## config.mk

```make
export PLATFORM = sky130hd
export DESIGN_NAME = or1200_pad_gen
export DESIGN_NICKNAME = d
export VERILOG_FILES = /design/src/rtl/or1200_pad_gen.sv
export SDC_FILE = /design/constraint.sdc
export NUM_CORES = 1
export LEC_CHECK = 0
export CAP_MARGIN = 20
export CORE_MARGIN = 2
export CORE_UTILIZATION = 55
export DETAILED_ROUTE_END_ITERATION = 16
export HOLD_SLACK_MARGIN = 0.02
export PLACE_DENSITY = 0.81
export SYNTH_ARGS = -nofsm -noshare
export SYNTH_HDL_FRONTEND = slang
export SYNTH_SLANG_ARGS = --single-unit
```

## constraint.sdc

```tcl
create_clock -name clk -period 9.08 [get_ports clk]
set_input_delay 2.724 -clock clk [delete_from_list [all_inputs] [get_ports clk]]
set_output_delay 2.724 -clock clk [all_outputs]
set_load 0.05 [all_outputs]
```

## src/rtl/or1200_pad_gen.sv

```systemverilog
// Iterative ARX keystream generator: one round per clock, 128-bit pad plus a done pulse
// for the encryption control FSM.
module or1200_pad_gen #(
  parameter int unsigned ROUNDS = 16,
  parameter int unsigned ROT    = 7
) (
  input  logic         clk,
  input  logic         rst,
  input  logic         enc_start,
  input  logic [127:0] enc_key,
  input  logic [127:0] enc_seed,
  output logic [127:0] enc_pad,
  output logic         enc_done,
  output logic         busy
);

  typedef enum logic {StIdle, StRun} state_e;

  localparam logic [7:0] LastRound = 8'(ROUNDS - 1);

  state_e            state_q;
  logic [7:0]        r_q;
  logic [3:0][31:0]  s_q;
  logic [3:0][31:0]  k_q;
  logic [127:0]      pad_q;
  logic              done_q;
  logic              busy_q;

  logic [31:0]       round_t;
  logic [31:0]       round_n;
  logic [3:0][31:0]  s_d;

  function automatic logic [31:0] rotl(input logic [31:0] x);
    return (x << ROT) | (x >> (32 - ROT));
  endfunction

  // One ARX round on the current state; s_d is the post-round state.
  always_comb begin
    round_t = s_q[0] + k_q[r_q[1:0]] + {24'b0, r_q};
    round_n = rotl(round_t) ^ s_q[3];
    s_d     = {round_n, s_q[3], s_q[2], s_q[1]};
  end

  always_ff @(posedge clk) begin
    if (!rst) begin
      state_q <= StIdle;
      r_q     <= '0;
      s_q     <= '0;
      k_q     <= '0;
      pad_q   <= '0;
      done_q  <= 1'b0;
      busy_q  <= 1'b0;
    end else begin
      done_q <= 1'b0;
      unique case (state_q)
        StIdle: begin
          if (enc_start) begin
            s_q     <= enc_seed;
            k_q     <= enc_key;
            r_q     <= '0;
            busy_q  <= 1'b1;
            state_q <= StRun;
          end
        end
        StRun: begin
          s_q <= s_d;
          r_q <= r_q + 8'd1;
          if (r_q == LastRound) begin
            pad_q   <= s_d ^ k_q;
            done_q  <= 1'b1;
            busy_q  <= 1'b0;
            state_q <= StIdle;
          end
        end
        default: state_q <= StIdle;
      endcase
    end
  end

  assign enc_pad  = pad_q;
  assign enc_done = done_q;
  assign busy     = busy_q;

endmodule

```

==> results of run 1 <==
[cells in the final DEF, fill, tap and decap left out, types with 10 or more instances in the layout]
cell	Yosys	layout
clkbuf_8	0	15
mux2i_1	106	106
ha_1	54	54
xnor2_1	152	152
nor2b_1	23	22
a21o_1	16	16
clkdlybuf4s50_1	0	386
nand3_1	32	32
nand4_1	10	10
mux4_2	32	32
buf_4	1	12
a21oi_1	281	281
a211oi_1	143	143
o21ai_0	19	19
clkbuf_16	0	43
dfxtp_1	395	392
inv_1	20	19
xor2_1	27	27
nand2_1	318	316
nor2_1	327	327
clkbuf_1	138	11
[state kept, by name (all words and copies together) (netlist names)]
name and cells:
busy 1, enc_done 1, enc_pad 128, k_q 128, r_q 8, s_d 96, s_q 32, state_q 1
[path summary, 6_finish.rpt]
path | from | end | slack [ps] | depth (start not counted)
hold / removal | enc_pad[116] | enc_pad[116] | 460 | 2
setup reg to reg | r_q[0] | enc_pad[100] | 3940 | 16
hold reg to reg | enc_pad[116] | enc_pad[116] | 460 | 2
setup / recovery | r_q[0] | enc_pad[100] | 3940 | 16
[layer usage]
metal  GRT usage, %  part of all wire, %
met3           3.81                  7.3
met5              0                    0
met2           51.5                   48
met4           11.9                  3.8
met1           40.5                   41
[worst max-delay path, cell delays in order, from the launching register on]
cell and delay, ps:
dfxtp_4 890, mux4_2 590, inv_1 80, fa_1 420, inv_1 70, ha_1 170, inv_1 60, fa_1 390
inv_1 80, a21oi_1 100, o21ai_2 330, a211oi_1 230, o31ai_1 720, o21ai_1 200, a211oi_2 400, nand4b_1 150
o211ai_1 150
[layout make-up]
class	count	area, µm²	area share, %
Clock buffer	68	1310	5.36
Timing Repair Buffer	401	4000	16.4
Clock inverter	5	35.0	0.143
Multi-Input combinational cell	1647	10500	43.0
Sequential cell	395	7920	32.4
Inverter	21	86.3	0.353
Tap cell	455	569	2.33
Antenna cell	1	2.50	0.0102
[metrics by stage]
step	instances	worst slack [ps]	cell area [µm²]
3_3_place_gp	2918	3900	23100
4_1_cts	2991	3970	24400
3_5_place_dp	2918	3820	23100
6_report	2993	3940	24400
2_1_floorplan	2226	4770	19100
5_1_grt	2993	3650	24400
[kinds of logic (layout without fill, tap and decap cells)]
group,count (synthesis),count (layout),share of synthesized area [%]
AND/OR/NAND/NOR,753,753,16.1
buffers and inverters,184,495,3.72
XOR/XNOR,181,181,8.38
adder cells (fa/ha/maj),63,63,4.48
other,0,1,0
AO/OA/AOI/OAI,507,507,16.3
flip-flops,395,395,41.4
multiplexers,143,143,9.62
[where the power goes]
part,switching (mW),total (mW),leakage [nW],internal (mW)
registers,0.106,1.92,3.23,1.81
logic,0.338,0.670,5.30,0.331
clock network,0.692,1.67,0.660,0.982
total,1.14,4.26,9.19,3.12
==> impl_metrics.env, run 1 <==
export IMPL_grt_pass1_vias=16700
export IMPL_clk_latency_ps=540
export IMPL_initial_core_util_pct=55.6
export IMPL_arrival_ps=5580
export IMPL_io_pins=389
export IMPL_cts_root_buf="clkbuf_16"
export IMPL_p_leak_nw=9.19
export IMPL_fin_skew_ps=14.9
export IMPL_yosysMostFrequentCell="dfxtp_1"
export IMPL_via_per_inst=5.75
export IMPL_grt_overflow=0
export IMPL_nFillCells=2625
export IMPL_drv_slew=0
export IMPL_grt_pass1_wl_um=88800
export IMPL_cap_violations=0
export IMPL_irDropWorstVdd_uv=117
export IMPL_drt_iter0_drc=1249
export IMPL_hold_viol=0
export IMPL_synth_edff_count=0
export IMPL_grt_use_total_pct=30.7
export IMPL_dpl_hpwl_um=39900
export IMPL_htree_levels=2
export IMPL_gp_congestion=0.895
export IMPL_critPathLaunchType="flop"
export IMPL_synth_cell_types=63
export IMPL_final_antenna_net_count=0
export IMPL_dieHeight_um=190
export IMPL_numPortBuffers=388
export IMPL_synth_async_sr_flop_share_pct=0
export IMPL_drtPass1Iterations=6
export IMPL_synthCells=2226
export IMPL_utilization_pct=71.1
export IMPL_power_total_mw=4.26
export IMPL_cts_buffers=41
export IMPL_status="completed"
export IMPL_synth_net_count=2548
export IMPL_clock_path_buffers=3
export IMPL_synth_avg_cell_area_um2=8.58
export IMPL_ys_seq_elements=395
export IMPL_min_path_type="reg -> reg"
export IMPL_post_route_period_util_pct=56.6
export IMPL_pwr_density_cell_nw_per_um2=174
export IMPL_slew_headroom_pct=27.8
export IMPL_final_setup_tns_ps=0
export IMPL_wl_um=57400
export IMPL_grt_setup_unrepaired="false"
export IMPL_core_area_um2=34400
export IMPL_synth_ff_type="dfxtp_1"
export IMPL_fp_dieW_um=190
export IMPL_synth_common_cells="395 x dfxtp_1, 327 x nor2_1, 318 x nand2_1"
export IMPL_cts_setup_buffers=0
export IMPL_clk_pin_slew_ps=60
export IMPL_row_count=68
export IMPL_ys_warn_count=0
export IMPL_vias=17200
export IMPL_crit_fanout=36
export IMPL_nets=2829
export IMPL_endpoint_kind="flop"
export IMPL_hold_buffers=0
export IMPL_setup_worst_path_class="reg -> reg"
export IMPL_area_growth_pct=27.9
export IMPL_drc=0
export IMPL_timing_fmax_mhz=195
export IMPL_wl_per_cell_um=19.2
export IMPL_antenna_found_initial=1
export IMPL_tightest_slew_ps=1080
export IMPL_die_area_um2=36200
export IMPL_crit_required_ps=9530
export IMPL_grt_max_degree=186
export IMPL_yosysTopAreaCell="dfxtp_1"
export IMPL_timing_hold_ws_ps=461
export IMPL_ys_seq_area_share_pct=41.4
export IMPL_drive_gt1_share_pct=5.56
export IMPL_period_minus_slack_ps=5140
export IMPL_syn_area_um2=19100
export IMPL_cts_sinks=395
export IMPL_setup_viol=0
export IMPL_cts_tree="done"
export IMPL_synth_area_leaders="dfxtp_1 41%, a21oi_1 7.4%, xnor2_1 7.0%"
export IMPL_cts_resized=0
export IMPL_synth_top_area_share_pct=41.4
Power figures use the tool's default switching activity.
==> run 2, diff against run 1 <==
--- a/config.mk
+++ b/config.mk
@@ -7,10 +7,10 @@
 export LEC_CHECK = 0
 export CAP_MARGIN = 20
 export CORE_MARGIN = 2
-export CORE_UTILIZATION = 55
+export CORE_UTILIZATION = 47
 export DETAILED_ROUTE_END_ITERATION = 16
 export HOLD_SLACK_MARGIN = 0.02
-export PLACE_DENSITY = 0.81
+export PLACE_DENSITY = 0.73
 export SYNTH_ARGS = -nofsm -noshare
 export SYNTH_HDL_FRONTEND = slang
 export SYNTH_SLANG_ARGS = --single-unit
==> constraint.sdc (replaced) <==
create_clock -name clk -period 4.38 [get_ports clk]
set_input_delay 1.314 -clock clk [delete_from_list [all_inputs] [get_ports clk]]
set_output_delay 1.314 -clock clk [all_outputs]
set_load 0.05 [all_outputs]
==> impl_metrics.env, run 2 (synthesis results as in run 1) <==
export IMPL_status="completed"
export IMPL_slew_headroom_pct=22.0
export IMPL_layout_commonest_cell="dfxtp_1"
export IMPL_via_per_inst=5.56
export IMPL_cts_setup_buffers=0
export IMPL_sw_frac_of_total_pct=26.5
export IMPL_nets=2845
export IMPL_initial_core_util_pct=47.9
export IMPL_crit_cells=13
export IMPL_cpMostUsedCell="nand3_1"
export IMPL_dpl_hpwl_um=43900
export IMPL_cts_root_buf="clkbuf_16"
export IMPL_grt_overflow=0
export IMPL_crit_buf_inv=1
export IMPL_row_count=73
export IMPL_utilization_pct=62.3
export IMPL_wl_um=61800
export IMPL_drc=0
export IMPL_io_pins=389
export IMPL_period_minus_slack_ps=4080
export IMPL_clock_path_buffers=3
export IMPL_p_leak_nw=9.37
export IMPL_post_dp_cell_area_um2=23400
export IMPL_grt_pass1_vias=16600
export IMPL_grt_use_total_pct=28.7
export IMPL_drtPass1Iterations=5
export IMPL_setup_worst_path_class="reg -> reg"
export IMPL_p_int_mw=6.77
export IMPL_irDropWorstVdd_uv=239
export IMPL_wl_per_cell_um=20.0
export IMPL_cts_tree="done"
export IMPL_grt_setup_unrepaired="false"
export IMPL_vias=17100
export IMPL_drt_iter0_drc=1148
export IMPL_cts_sinks=395
export IMPL_die_area_um2=42300
export IMPL_fin_skew_ps=24.8
export IMPL_seq_power_share_pct=43.0
export IMPL_pwr_density_cell_nw_per_um2=370
export IMPL_hold_path_depth=2
export IMPL_grt_pass1_wl_um=94000
export IMPL_grt_max_degree=254
export IMPL_p_clk_share_pct=41.4
export IMPL_clk_latency_ps=560
export IMPL_arrival_ps=4580
export IMPL_hold_buffers=0
export IMPL_gp_congestion=0.873
export IMPL_crit_required_ps=4880
export IMPL_numPortBuffers=388
export IMPL_cpMaxStageDelayCell="mux4_2"
export IMPL_final_antenna_net_count=0
export IMPL_dieHeight_um=206
export IMPL_setup_viol=0
export IMPL_drv_slew=0
export IMPL_crit_fanout=9
export IMPL_drive_gt1_share_pct=6.46
export IMPL_p_comb_share_pct=15.5
export IMPL_critPathLaunchType="flop"
export IMPL_timing_fmax_mhz=245
export IMPL_min_path_type="reg -> reg"
export IMPL_p_switching_mw=2.44
export IMPL_slowest_delay_ps=540
export IMPL_endpoint_kind="flop"
export IMPL_stdcell_area_um2=24900
export IMPL_cts_buffers=43
export IMPL_clk_pin_slew_ps=60
export IMPL_cts_resized=0
export IMPL_hold_viol=0
export IMPL_tightest_slew_ps=1170
export IMPL_antenna_found_initial=4
export IMPL_fp_dieW_um=206
export IMPL_final_setup_tns_ps=0
export IMPL_reg2regPathDepth=13
export IMPL_worstPathCellList="buf_4 -> mux4_2 -> fa_1 -> ha_1 -> nand3_1 -> a21oi_1 -> or2_1 -> a32oi_2 -> a211oi_1 -> nor3_2 -> xnor2_1 -> or4_1 -> nand3_1"
export IMPL_area_growth_pct=30.2
export IMPL_post_route_period_util_pct=93.1
export IMPL_htree_levels=2
export IMPL_core_area_um2=39900
export IMPL_cap_violations=0
export IMPL_nFillCells=3371
export IMPL_path_delay_family="simple AND/OR/NAND/NOR gates"
export IMPL_mostFrequentLayoutCells="392 x dfxtp_1, 386 x clkdlybuf4s50_1, 327 x nor2_1, 316 x nand2_1, 281 x a21oi_1"
-- run 2: cell type report --
type	instances	area (µm²)	area share (%)
Multi-Input combinational cell	1647	10500	42.2
Sequential cell	395	7920	31.8
Timing Repair Buffer	415	4200	16.9
Clock buffer	62	1310	5.27
Tap cell	525	657	2.64
Clock inverter	16	189	0.760
Inverter	21	86.3	0.347
Antenna cell	2	5.00	0.0201
-- run 2: worst register-to-register path: cells and delay by family (launching register included) --
kind	cells	cell delay (ps)
DFF	1	430
buffers and inverters	1	240
xor gates and xnor gates	1	170
adders and majority gates	2	840
and+or+nand+nor	5	1000
AOI/OAI and AO/OA	3	800
muxes	1	540
-- run 2: path summary, 6_finish.rpt --
check | startpoint | end | slack (ps)
worst min register to register | enc_pad[122] | enc_pad[122] | 460
worst max register to register | r_q[0] | enc_pad[127] | 300
worst min-delay path | enc_pad[122] | enc_pad[122] | 460
worst max-delay path | r_q[0] | enc_pad[127] | 300
-- run 2: power groups by stage --
stage / Clock [mW] / Combinational [mW] / Sequential, mW
2_1_floorplan: 0 / 0.937 / 3.95
3_3_place_gp: 0 / 1.39 / 4.03
3_5_place_dp: 0 / 1.41 / 4.04
4_1_cts: 3.87 / 1.43 / 3.96
5_1_grt: 4.00 / 1.56 / 3.98
6_report: 3.82 / 1.43 / 3.96
-- run 2: per-layer routing --
metal  wire (µm)  track usage (%)  vias up
li1            -                -     8246
met1       26400             38.0     8142
met2       29100             46.8      618
met3        4130             4.77      124
met4        2140             11.0        6
met5          34                0        -
-- run 2: per-stage QoR --
step | setup WS [ps] | hold WS (ps) | instances | total power [mW]
2_1_floorplan | 68.3 | 454 | 2226 | 4.89
3_3_place_gp | 437 | 443 | 3003 | 5.43
3_5_place_dp | 327 | 448 | 3003 | 5.45
4_1_cts | 306 | 456 | 3081 | 9.26
5_1_grt | 38.8 | 481 | 3082 | 9.55
6_report | 300 | 460 | 3083 | 9.21
